`src/rtl/cordic_pkg.sv`:
```
// Shared definitions for the CORDIC angle front end: Q16.16 degree constants,
// sequencer states and the step clamp used by the wrap stage.
package cordic_pkg;

  localparam int ANGLE_W = 32;

  localparam logic signed [ANGLE_W:0] D180 = 33'sd11796480;
  localparam logic signed [ANGLE_W:0] D360 = 33'sd23592960;

  typedef enum logic {
    IDLE,
    RUN
  } state_t;

  // Limit a per-sample step to [-180, +180] degrees so one wrap step suffices.
  function automatic logic signed [ANGLE_W-1:0] clamp_step(input logic signed [ANGLE_W-1:0] s);
    logic signed [ANGLE_W:0] w;
    w = {s[ANGLE_W-1], s};
    if (w > D180)
      clamp_step = ANGLE_W'(D180);
    else if (w < -D180)
      clamp_step = ANGLE_W'(-D180);
    else
      clamp_step = s;
  endfunction

endpackage

```
`src/rtl/cordic_angle_wrap.sv`:
```
// Combinational base + clamp(incr) with a single-step wrap into [-180, +180).
// The sum is formed on 33 bits so the wrap compare sees the true value.
module cordic_angle_wrap
  import cordic_pkg::*;
(
  input  logic signed [ANGLE_W-1:0] base,
  input  logic signed [ANGLE_W-1:0] incr,
  output logic signed [ANGLE_W-1:0] wrapped
);

  logic signed [ANGLE_W-1:0] step;
  logic signed [ANGLE_W:0]   sum;

  always_comb begin
    step = clamp_step(incr);
    sum  = {base[ANGLE_W-1], base} + {step[ANGLE_W-1], step};
    if (sum >= D180)
      wrapped = ANGLE_W'(sum - D360);
    else if (sum < -D180)
      wrapped = ANGLE_W'(sum + D360);
    else
      wrapped = ANGLE_W'(sum);
  end

endmodule

```
`src/rtl/cordic_phase_gen.sv`:
```
// Paced Q16.16 angle sequencer feeding the CORDIC core, with burst and
// continuous modes, stop abort and a done pulse.
//
// state | meaning
// IDLE  | waiting for start; angle holds last value
// RUN   | tick counter pacing samples; phase accumulating
module cordic_phase_gen
  import cordic_pkg::*;
#(
  parameter int CNT_W = 16
) (
  input  logic                      clk,
  input  logic                      rst,
  input  logic                      start,
  input  logic                      stop,
  input  logic signed [ANGLE_W-1:0] phase_init,
  input  logic signed [ANGLE_W-1:0] freq_word,
  input  logic [CNT_W-1:0]          sample_cnt,
  input  logic [CNT_W-1:0]          div,
  output logic signed [ANGLE_W-1:0] angle,
  output logic                      angle_vaild,
  output logic                      busy,
  output logic                      done
);

  state_t                    state;
  logic signed [ANGLE_W-1:0] phase_q;
  logic signed [ANGLE_W-1:0] step_q;
  logic [CNT_W-1:0]          remain_q;
  logic [CNT_W-1:0]          div_q;
  logic [CNT_W-1:0]          tick_q;
  logic                      cont_q;

  logic signed [ANGLE_W-1:0] init_phase;
  logic signed [ANGLE_W-1:0] acc_base;
  logic signed [ANGLE_W-1:0] acc_incr;
  logic signed [ANGLE_W-1:0] next_phase;

  cordic_angle_wrap u_init_wrap (
    .base    (phase_init),
    .incr    ('0),
    .wrapped (init_phase)
  );

  // In IDLE the accumulator is chained off the init wrap, because the first
  // sample issues at start acceptance and the phase must already be advanced.
  always_comb begin
    acc_base = phase_q;
    acc_incr = step_q;
    if (state == IDLE) begin
      acc_base = init_phase;
      acc_incr = freq_word;
    end
  end

  cordic_angle_wrap u_acc_wrap (
    .base    (acc_base),
    .incr    (acc_incr),
    .wrapped (next_phase)
  );

  always_ff @(posedge clk) begin
    if (rst) begin
      state       <= IDLE;
      phase_q     <= '0;
      step_q      <= '0;
      remain_q    <= '0;
      div_q       <= '0;
      tick_q      <= '0;
      cont_q      <= 1'b0;
      angle       <= '0;
      angle_vaild <= 1'b0;
      busy        <= 1'b0;
      done        <= 1'b0;
    end else begin
      angle_vaild <= 1'b0;
      done        <= 1'b0;
      case (state)
        IDLE: begin
          busy <= 1'b0;
          if (start && !stop) begin
            state       <= RUN;
            busy        <= 1'b1;
            angle       <= init_phase;
            angle_vaild <= 1'b1;
            phase_q     <= next_phase;
            step_q      <= clamp_step(freq_word);
            div_q       <= div;
            tick_q      <= div;
            cont_q      <= (sample_cnt == '0);
            remain_q    <= sample_cnt - CNT_W'(1);
            if (sample_cnt == CNT_W'(1)) begin
              state <= IDLE;
              done  <= 1'b1;
            end
          end
        end
        RUN: begin
          if (stop) begin
            state <= IDLE;
            busy  <= 1'b0;
            done  <= 1'b1;
          end else if (tick_q == '0) begin
            angle       <= phase_q;
            angle_vaild <= 1'b1;
            phase_q     <= next_phase;
            tick_q      <= div_q;
            remain_q    <= remain_q - CNT_W'(1);
            // busy stays high through the final strobe and drops from IDLE
            if (!cont_q && remain_q == CNT_W'(1)) begin
              state <= IDLE;
              done  <= 1'b1;
            end
          end else begin
            tick_q <= tick_q - CNT_W'(1);
          end
        end
        default: state <= IDLE;
      endcase
    end
  end

endmodule
```
`config.mk`:
```
export PLATFORM = sky130hd
export DESIGN_NAME = cordic_phase_gen
export DESIGN_NICKNAME = d
export VERILOG_FILES = /design/src/rtl/cordic_pkg.sv /design/src/rtl/cordic_angle_wrap.sv /design/src/rtl/cordic_phase_gen.sv
export SDC_FILE = /design/constraint.sdc
export NUM_CORES = 1
export LEC_CHECK = 0
export CELL_PAD_IN_SITES_DETAIL_PLACEMENT = 1
export CELL_PAD_IN_SITES_GLOBAL_PLACEMENT = 1
export CORE_AREA = 4 4 160 162
export CTS_BUF_LIST = sky130_fd_sc_hd__clkbuf_16
export DETAILED_ROUTE_END_ITERATION = 8
export DIE_AREA = 0 0 164 166
export GPL_ROUTABILITY_DRIVEN = 0
export PLACE_DENSITY_LB_ADDON = 0.1
export SYNTH_ARGS = -nofsm -noshare
export SYNTH_HDL_FRONTEND = slang
export SYNTH_SLANG_ARGS = --single-unit
```
`constraint.sdc`:
```
create_clock -name clk -period 16.7 [get_ports clk]
set_input_delay 3.34 -clock clk [delete_from_list [all_inputs] [get_ports clk]]
set_output_delay 3.34 -clock clk [all_outputs]
set_load 0.03 [all_outputs]
```
==> results of run 1 <==
## registers in the layout, indices dropped and copies added (netlist names)
name / flops
angle: 32
phase_q: 32
step_q: 32
div_q: 16
remain_q: 16
tick_q: 16
angle_vaild: 1
busy: 1
cont_q: 1
done: 1
state: 1
## metal layers
metal / vias to the layer above / part of all wire (%) / GRT usage, %
met1: 5451 / 46 / 37.2
met4: 4 / 1.8 / 6.64
met5: - / 0.072 / 0
met2: 213 / 48 / 44.5
met3: 46 / 3.8 / 4.14
li1: 5435 / - / -
## worst min-delay path: cells and delay by family (launching register included)
family,cells,cell delay (ns)
DFF,1,0.31
and+or+nand+nor,1,0.05
AOI/OAI and AO/OA,1,0.05
## metrics by stage
stage	utilization (%)	setup slack (ns)	hold slack, ns	power (uW)	instances
after floorplan	-	7.97	0.422	731	1464
after global placement	50.9	6.49	0.435	861	1840
after detailed placement	50.9	6.28	0.440	873	1840
after CTS	53.3	6.75	0.450	1260	1872
after global routing	53.3	6.16	0.474	1340	1873
final	53.3	6.75	0.448	1260	1873
## cells by family after synthesis
| logic type | Yosys count |
|---|---|
| multiplexers | 52 |
| XOR/XNOR | 61 |
| AND/OR/NAND/NOR | 605 |
| flip-flops | 149 |
| buffers and inverters | 123 |
| AO/OA/AOI/OAI | 429 |
| adder cells (fa/ha/maj) | 45 |
## layout make-up
| cell class | count | area, um2 | area share [%] |
|---|---|---|---|
| Sequential cell | 149 | 2990 | 23.2 |
| Timing Repair Buffer | 144 | 1410 | 11.0 |
| Clock inverter | 15 | 160 | 1.25 |
| Antenna cell | 1 | 2.50 | 0.0195 |
| Clock buffer | 17 | 425 | 3.31 |
| Tap cell | 324 | 405 | 3.15 |
| Multi-Input combinational cell | 1192 | 7340 | 57.1 |
| Inverter | 31 | 116 | 0.905 |
## worst min path at each step
stage	to	startpoint	depth (start not counted)	slack, ns
2_1_floorplan	phase_q[29]	phase_q[29]	2	0.42
3_3_place_gp	step_q[22]	step_q[22]	2	0.44
3_5_place_dp	phase_q[29]	phase_q[29]	2	0.44
4_1_cts	phase_q[29]	phase_q[29]	2	0.45
5_1_grt	phase_q[29]	phase_q[29]	2	0.47
6_report	phase_q[29]	phase_q[29]	2	0.45
## where the power goes
group / total [uW] / switching [uW] / internal, uW
sequential: 401 / 20.7 / 380
clock: 388 / 187 / 201
combinational: 473 / 295 / 178
## Yosys cell counts, types with 15 or more instances
cell type,number,area (um2)
ha_1,44,551
nor2b_1,16,100
nand3_1,32,160
a21o_1,15,113
nand4_1,15,93.8
a211oi_1,37,278
a22oi_1,26,195
clkbuf_1,70,263
and3_1,17,106
dfxtp_1,149,2980
nor2_1,177,664
xnor2_1,34,298
nor4_1,22,138
inv_1,30,113
xor2_1,26,228
nand2b_1,17,106
nor3_1,44,220
mux2i_1,28,280
a21oi_1,121,606
o211ai_1,29,218
o21ai_0,92,460
mux2_2,24,270
nand2_1,207,777
==> results by group, run 1 <==
Global routing
  – Overall Global Routing Usage: 27.0%
  – Vias in the first global route: 11,200
  – Global-route wire length before repair: 60.5 mm
  – Total grt overflow: 0
  – Largest net degree at the start of global routing: 86
  – Antenna violations before repair: 3

Clock tree
  – Hold-fix buffers, CTS: 0
  – Post-CTS Setup Bufs: 0
  – Later-pin clock latency in the skew report: 0.43 ns
  – CTS max path bufs: 2
  – CTS tree: yes
  – H-tree levels: 4
  – Post-CTS sizing: 0
  – CTS Sinks: 149
  – Root Driver: clkbuf_16
  – Reg clk slew, reported paths: 0.08 ns
  – CTS Buf Count: 17

Yosys
  – Mean area per synthesized cell: 7.37 um2
  – Post-synth EDFFs: 0
  – Cell variety after synth: 82
  – Adder-cell area share of the yosys netlist: 5.29%
  – Xor/xnor share of the synthesized area: 5.02%
  – Synth Flop Type: dfxtp_1
  – Netlist Area Pre-Place: 0.0108 mm2
  – Post-synthesis mux area share: 5.10%
  – Synth Register Bits: 149
  – Simple-gate share of the synthesized area: 26.1%
  – Gate Count Post-Synth: 1,464
  – Ys async rst share: 0%
  – Compound-Gate Fraction of Synth Area: 26.3%
  – Syn nets: 1,609
  – Combinational family with the most area after synthesis: compound AO/OA/AOI/OAI gates
  – Count of warnings emitted by yosys: 0
  – Sequential share of the synthesized area: 27.7%

Route
  – DR vias: 11,100
  – Initial DRC count: 816
  – Final WL: 37.4 mm
  – Wirelength per Cell: 20.0 um
  – Drt first pass iters: 6
  – Residual DRC: 0
  – Post-route ant nets: 0
  – Vias/cell: 5.95

Worst setup path
  – R2R Setup Slk: 9.25 ns
  – CP dominant cell by count: a21oi_1
  – Startpoint types: input pin
  – Crit path kind: in -> reg
  – R2R Path Start: state
  – Max Fanout on Critical Path: 19
  – Crit path DAT: 10.27 ns
  – Worst path bufs/invs: 1
  – Critical path launch point: freq_word[23]
  – CP max-delay cell: a221oi_2
  – Kind of cell adding the most delay to the critical path: compound AO/OA/AOI/OAI gates
  – Required time worst endpoint: 17.02 ns
  – Crit-path max cell delay: 0.70 ns
  – Crit path depth: 25
  – Critical path endpoint: phase_q[22]
  – Reg2reg path depth: 22
  – Worst r2r dst: phase_q[22]
  – CP endpoint kind: register

Timing
  – Period Utilization, post-route: 59.6%
  – Fmax: 100 MHz
  – Final Hold Viols: 0
  – Final Critical Period: 9.95 ns
  – Slew Limit Fails: 0
  – Worst-margin pin slew: 1.27 ns
  – Final setup violation count: 0
  – RSZ-0062 raised after global routing: false
  – Total negative slack: 0 ns
  – Final Skew: 0.0193 ns
  – Headroom to the max-slew limit: 14.9%

Final layout
  – Most common cell after layout, fill and taps aside: nand2_1
  – Layout Cell Area excl Fill: 0.0129 mm2
  – Layout fillers: 3,077
  – Area grow syn2layout: 19.1%
  – Share of cells above drive strength 1: 6.85%
  – Most frequent cells in the layout: nand2_1 (207), nor2_1 (176), dfxtp_1 (148), clkdlybuf4s50_1 (133), a21oi_1 (121)
  – Layout Nets: 1,680

Die
  – Die Height: 166 um
  – Chip Width: 164 um
  – Die area: 0.0272 mm2
  – Initial cell density of the core: 44.8%
  – # rows: 57
  – Io pins: 135
  – Core box area: 0.0241 mm2

Power and ir drop
  – Max IR drop VDD: 0.0610 mV
  – Leak: 0.00473 uW
  – Pwr dens: 98.2 mW/mm2

Placement
  – # port buffers: 134
  – DP HPWL: 27.3 mm
  – Post-DP Area: 0.0123 mm2

Run status
  – Status: finished clean

Worst hold path
  – Hold Crit Class: reg -> reg

Flow run
  – Max_cap viols: 0
No activity file was read; power rests on OpenSTA's default activity.
==> run 2, diff against run 1 <==
Settings changed: CORE_AREA 4 4 160 162 to 4 4 166 168, DIE_AREA 0 0 164 166 to 0 0 170 172.
Clock period 16.7 ns to 10.2 ns, I/O delays scaled along.
==> run 2 against run 1 <==
Core utilization shrank 3.5 points. Total power grew 65%. Non-clock buffer count grew 2. Register-to-register slack lost 6.7 ns. Sequential share of layout area shrank 0.081 points. Clock-buffer cell count is the same. Hold slack gained 0.0029 ns. Design area grew 0.35%. Sequential cell count is the same. First-iteration DRC count shrank 0.49%.
==> results by group, run 2 (same netlist as run 1, synthesis figures left out) <==
Run status
  – Status: finished clean

Final layout
  – Share of cells above drive strength 1: 7.03% (+0.18 points)
  – Final Util: 49.8% (-3.5 points)
  – Layout fillers: 3,232 (+5.0%)
  – Most common cell after layout, fill and taps aside: nand2_1
  – Layout Nets: 1,682 (+0.12%)
  – Most frequent cells in the layout: nand2_1 (207), nor2_1 (175), dfxtp_1 (148), clkdlybuf4s50_1 (133), a21oi_1 (121)
  – Area of the multi-input gates: 0.00734 mm2 (about the same)
  – Storage cell area: 0.00299 mm2 (unchanged)
  – Biggest regs: angle: 32 flops, phase_q: 32 flops, step_q: 32 flops
  – Inserted Diodes: 0 (-1)
  – Area grow syn2layout: 19.5%

Clock tree
  – Post-CTS sizing: 0 (unchanged)
  – CTS max path bufs: 2 (unchanged)
  – Root Driver: clkbuf_16
  – CTS tree: yes
  – Hold-fix buffers, CTS: 0 (unchanged)
  – Later-pin clock latency in the skew report: 0.45 ns (+0.02 ns)
  – Reg clk slew, reported paths: 0.08 ns (about the same)
  – CTS Buf Count: 17 (unchanged)
  – CTS Sinks: 149 (unchanged)
  – Post-CTS Setup Bufs: 0 (unchanged)
  – H-tree levels: 4 (unchanged)

Route
  – Residual DRC: 0 (unchanged)
  – Post-route ant nets: 0 (unchanged)
  – Wirelength per Cell: 19.9 um (-0.14%)
  – DR vias: 11,200 (+0.25%)
  – Initial DRC count: 812 (-0.49%)
  – Drt first pass iters: 5 (-1)
  – Vias/cell: 5.93 (-0.39%)
  – Final WL: 37.6 mm (+0.50%)

Power and ir drop
  – Gate power share: 37.3% (-0.2 points)
  – Net Sw Power: 838 uW (+67%)
  – Overall power: 2090 uW (+65%)
  – Sw frac: 40.2% (+0.34 points)
  – Int Pwr: 1250 uW (+64%)
  – Clk network pwr share: 31.2% (+0.5 points)
  – Pwr dens: 162 mW/mm2 (+65%)
  – Max IR drop VDD: 0.0845 mV (+39%)
  – Seq pwr share: 31.4% (-0.4 points)
  – Leak: 0.00475 uW (+0.42%)

Placement
  – Pre-CTS WS: 1.14 ns (-5.15 ns)
  – DP HPWL: 27.5 mm (+0.56%)
  – # port buffers: 134 (unchanged)

Die
  – Initial cell density of the core: 41.6% (-3.1 points)
  – Io pins: 135 (unchanged)
  – Die area: 0.0292 mm2 (+7.4%)
  – Core box area: 0.0259 mm2 (+7.5%)
  – # rows: 59 (+3.5%)
  – Die Height: 172 um (+3.6%)
  – Chip Width: 170 um (+3.7%)

Global routing
  – Met3 Usage GRT: 2.63% (-1.5 points)
  – Global-route wire length before repair: 59.6 mm (-1.3%)
  – M1 GR Usage: 34.8% (-2.4 points)
  – Met2 Use GR: 42.3% (-2.2 points)
  – Antenna violations before repair: 0 (-3)
  – Most used routing layer: met2
  – Largest net degree at the start of global routing: 60 (-30%)
  – Overall Global Routing Usage: 25.0% (-2.0 points)
  – Total grt overflow: 0 (unchanged)
  – Vias in the first global route: 10,900 (-2.3%)

Timing
  – Fmax: 116 MHz
  – Final Hold Viols: 0 (unchanged)
  – Final setup violation count: 0 (unchanged)
  – Final Skew: 0.0209 ns (+0.00159 ns)
  – Total negative slack: 0 ns (unchanged)
  – Slew Limit Fails: 0 (unchanged)
  – Worst-margin pin slew: 1.22 ns (-0.0530 ns)
  – Worst Slack Setup Final: 1.58 ns (-5.17 ns)
  – Period Utilization, post-route: 84.5%
  – Headroom to the max-slew limit: 18.4% (+3.6 points)
  – RSZ-0062 raised after global routing: false
  – Hold Slack: 0.451 ns (+0.00291 ns)
  – Final Critical Period: 8.62 ns

Worst setup path
  – R2R Setup Slk: 2.57 ns (-6.68 ns)
  – Startpoint types: input pin
  – Required time worst endpoint: 10.53 ns (-6.49 ns)
  – Crit path kind: in -> reg
  – CP endpoint kind: register
  – Crit path DAT: 8.95 ns (-1.32 ns)
  – Max Fanout on Critical Path: 19 (unchanged)

Flow run
  – Max_cap viols: 0 (unchanged)

Worst hold path
  – Hold Crit Class: reg -> reg
[run 2: critical path, stage by stage]
cell and delay (ns):
clkdlybuf4s50_1 0.57, nor4b_1 0.27, nand4_1 0.17, or4_1 0.46
o21ai_0 0.09, o21ai_0 0.11, a21oi_1 0.15, o21ai_1 0.22
nand2_1 0.22, nand2b_1 0.42, nor2_1 0.26, ha_1 0.33
a21oi_1 0.22, o21ai_1 0.11, a31oi_1 0.44, nand2_1 0.26
a221oi_2 0.68, ha_1 0.33, nand3_1 0.08, o311ai_1 0.13
a21oi_1 0.18, a21boi_2 0.51, nand4_1 0.20, mux2i_1 0.17
a311o_1 0.31
[run 2: path summary, 6_finish.rpt]
| check | from | to | depth (start not counted) |
|---|---|---|---|
| max | freq_word[23] | phase_q[22] | 25 |
| min | phase_q[6] | phase_q[6] | 2 |
| max reg2reg | state | phase_q[22] | 21 |
| min reg2reg | phase_q[6] | phase_q[6] | 2 |
[run 2: through the flow]
step,instance area [um2],instances
finish,12900,1885
global route,12900,1885
CTS,12900,1885
detailed placement,12300,1853
global placement,12300,1853
floorplan,10800,1464
[run 2: power groups by stage]
| stage | sequential [uW] | clock (uW) | combinational [uW] |
|---|---|---|---|
| 3_3_place_gp | 667 | 0 | 749 |
| 4_1_cts | 655 | 666 | 773 |
| 6_report | 656 | 651 | 779 |
| 5_1_grt | 661 | 688 | 853 |
| 2_1_floorplan | 676 | 0 | 521 |
| 3_5_place_dp | 668 | 0 | 765 |
[run 2: cell type report]
cell class | count | share of cell area, %
timing repair buffer | 146 | 11.1
multi-input combinational | 1192 | 56.9
clock buffer | 17 | 3.30
sequential | 149 | 23.2
inverter | 31 | 0.902
clock inverter | 15 | 1.37
tap | 335 | 3.25
[run 2: routing by layer]
| layer | part of all wire (%) | wire length, um | vias to the layer above |
|---|---|---|---|
| li1 | - | - | 5429 |
| met1 | 47 | 17800 | 5502 |
| met2 | 48 | 18000 | 204 |
| met3 | 3.3 | 1260 | 42 |
| met4 | 1.4 | 528 | 0 |
| met5 | 0 | 0 | - |
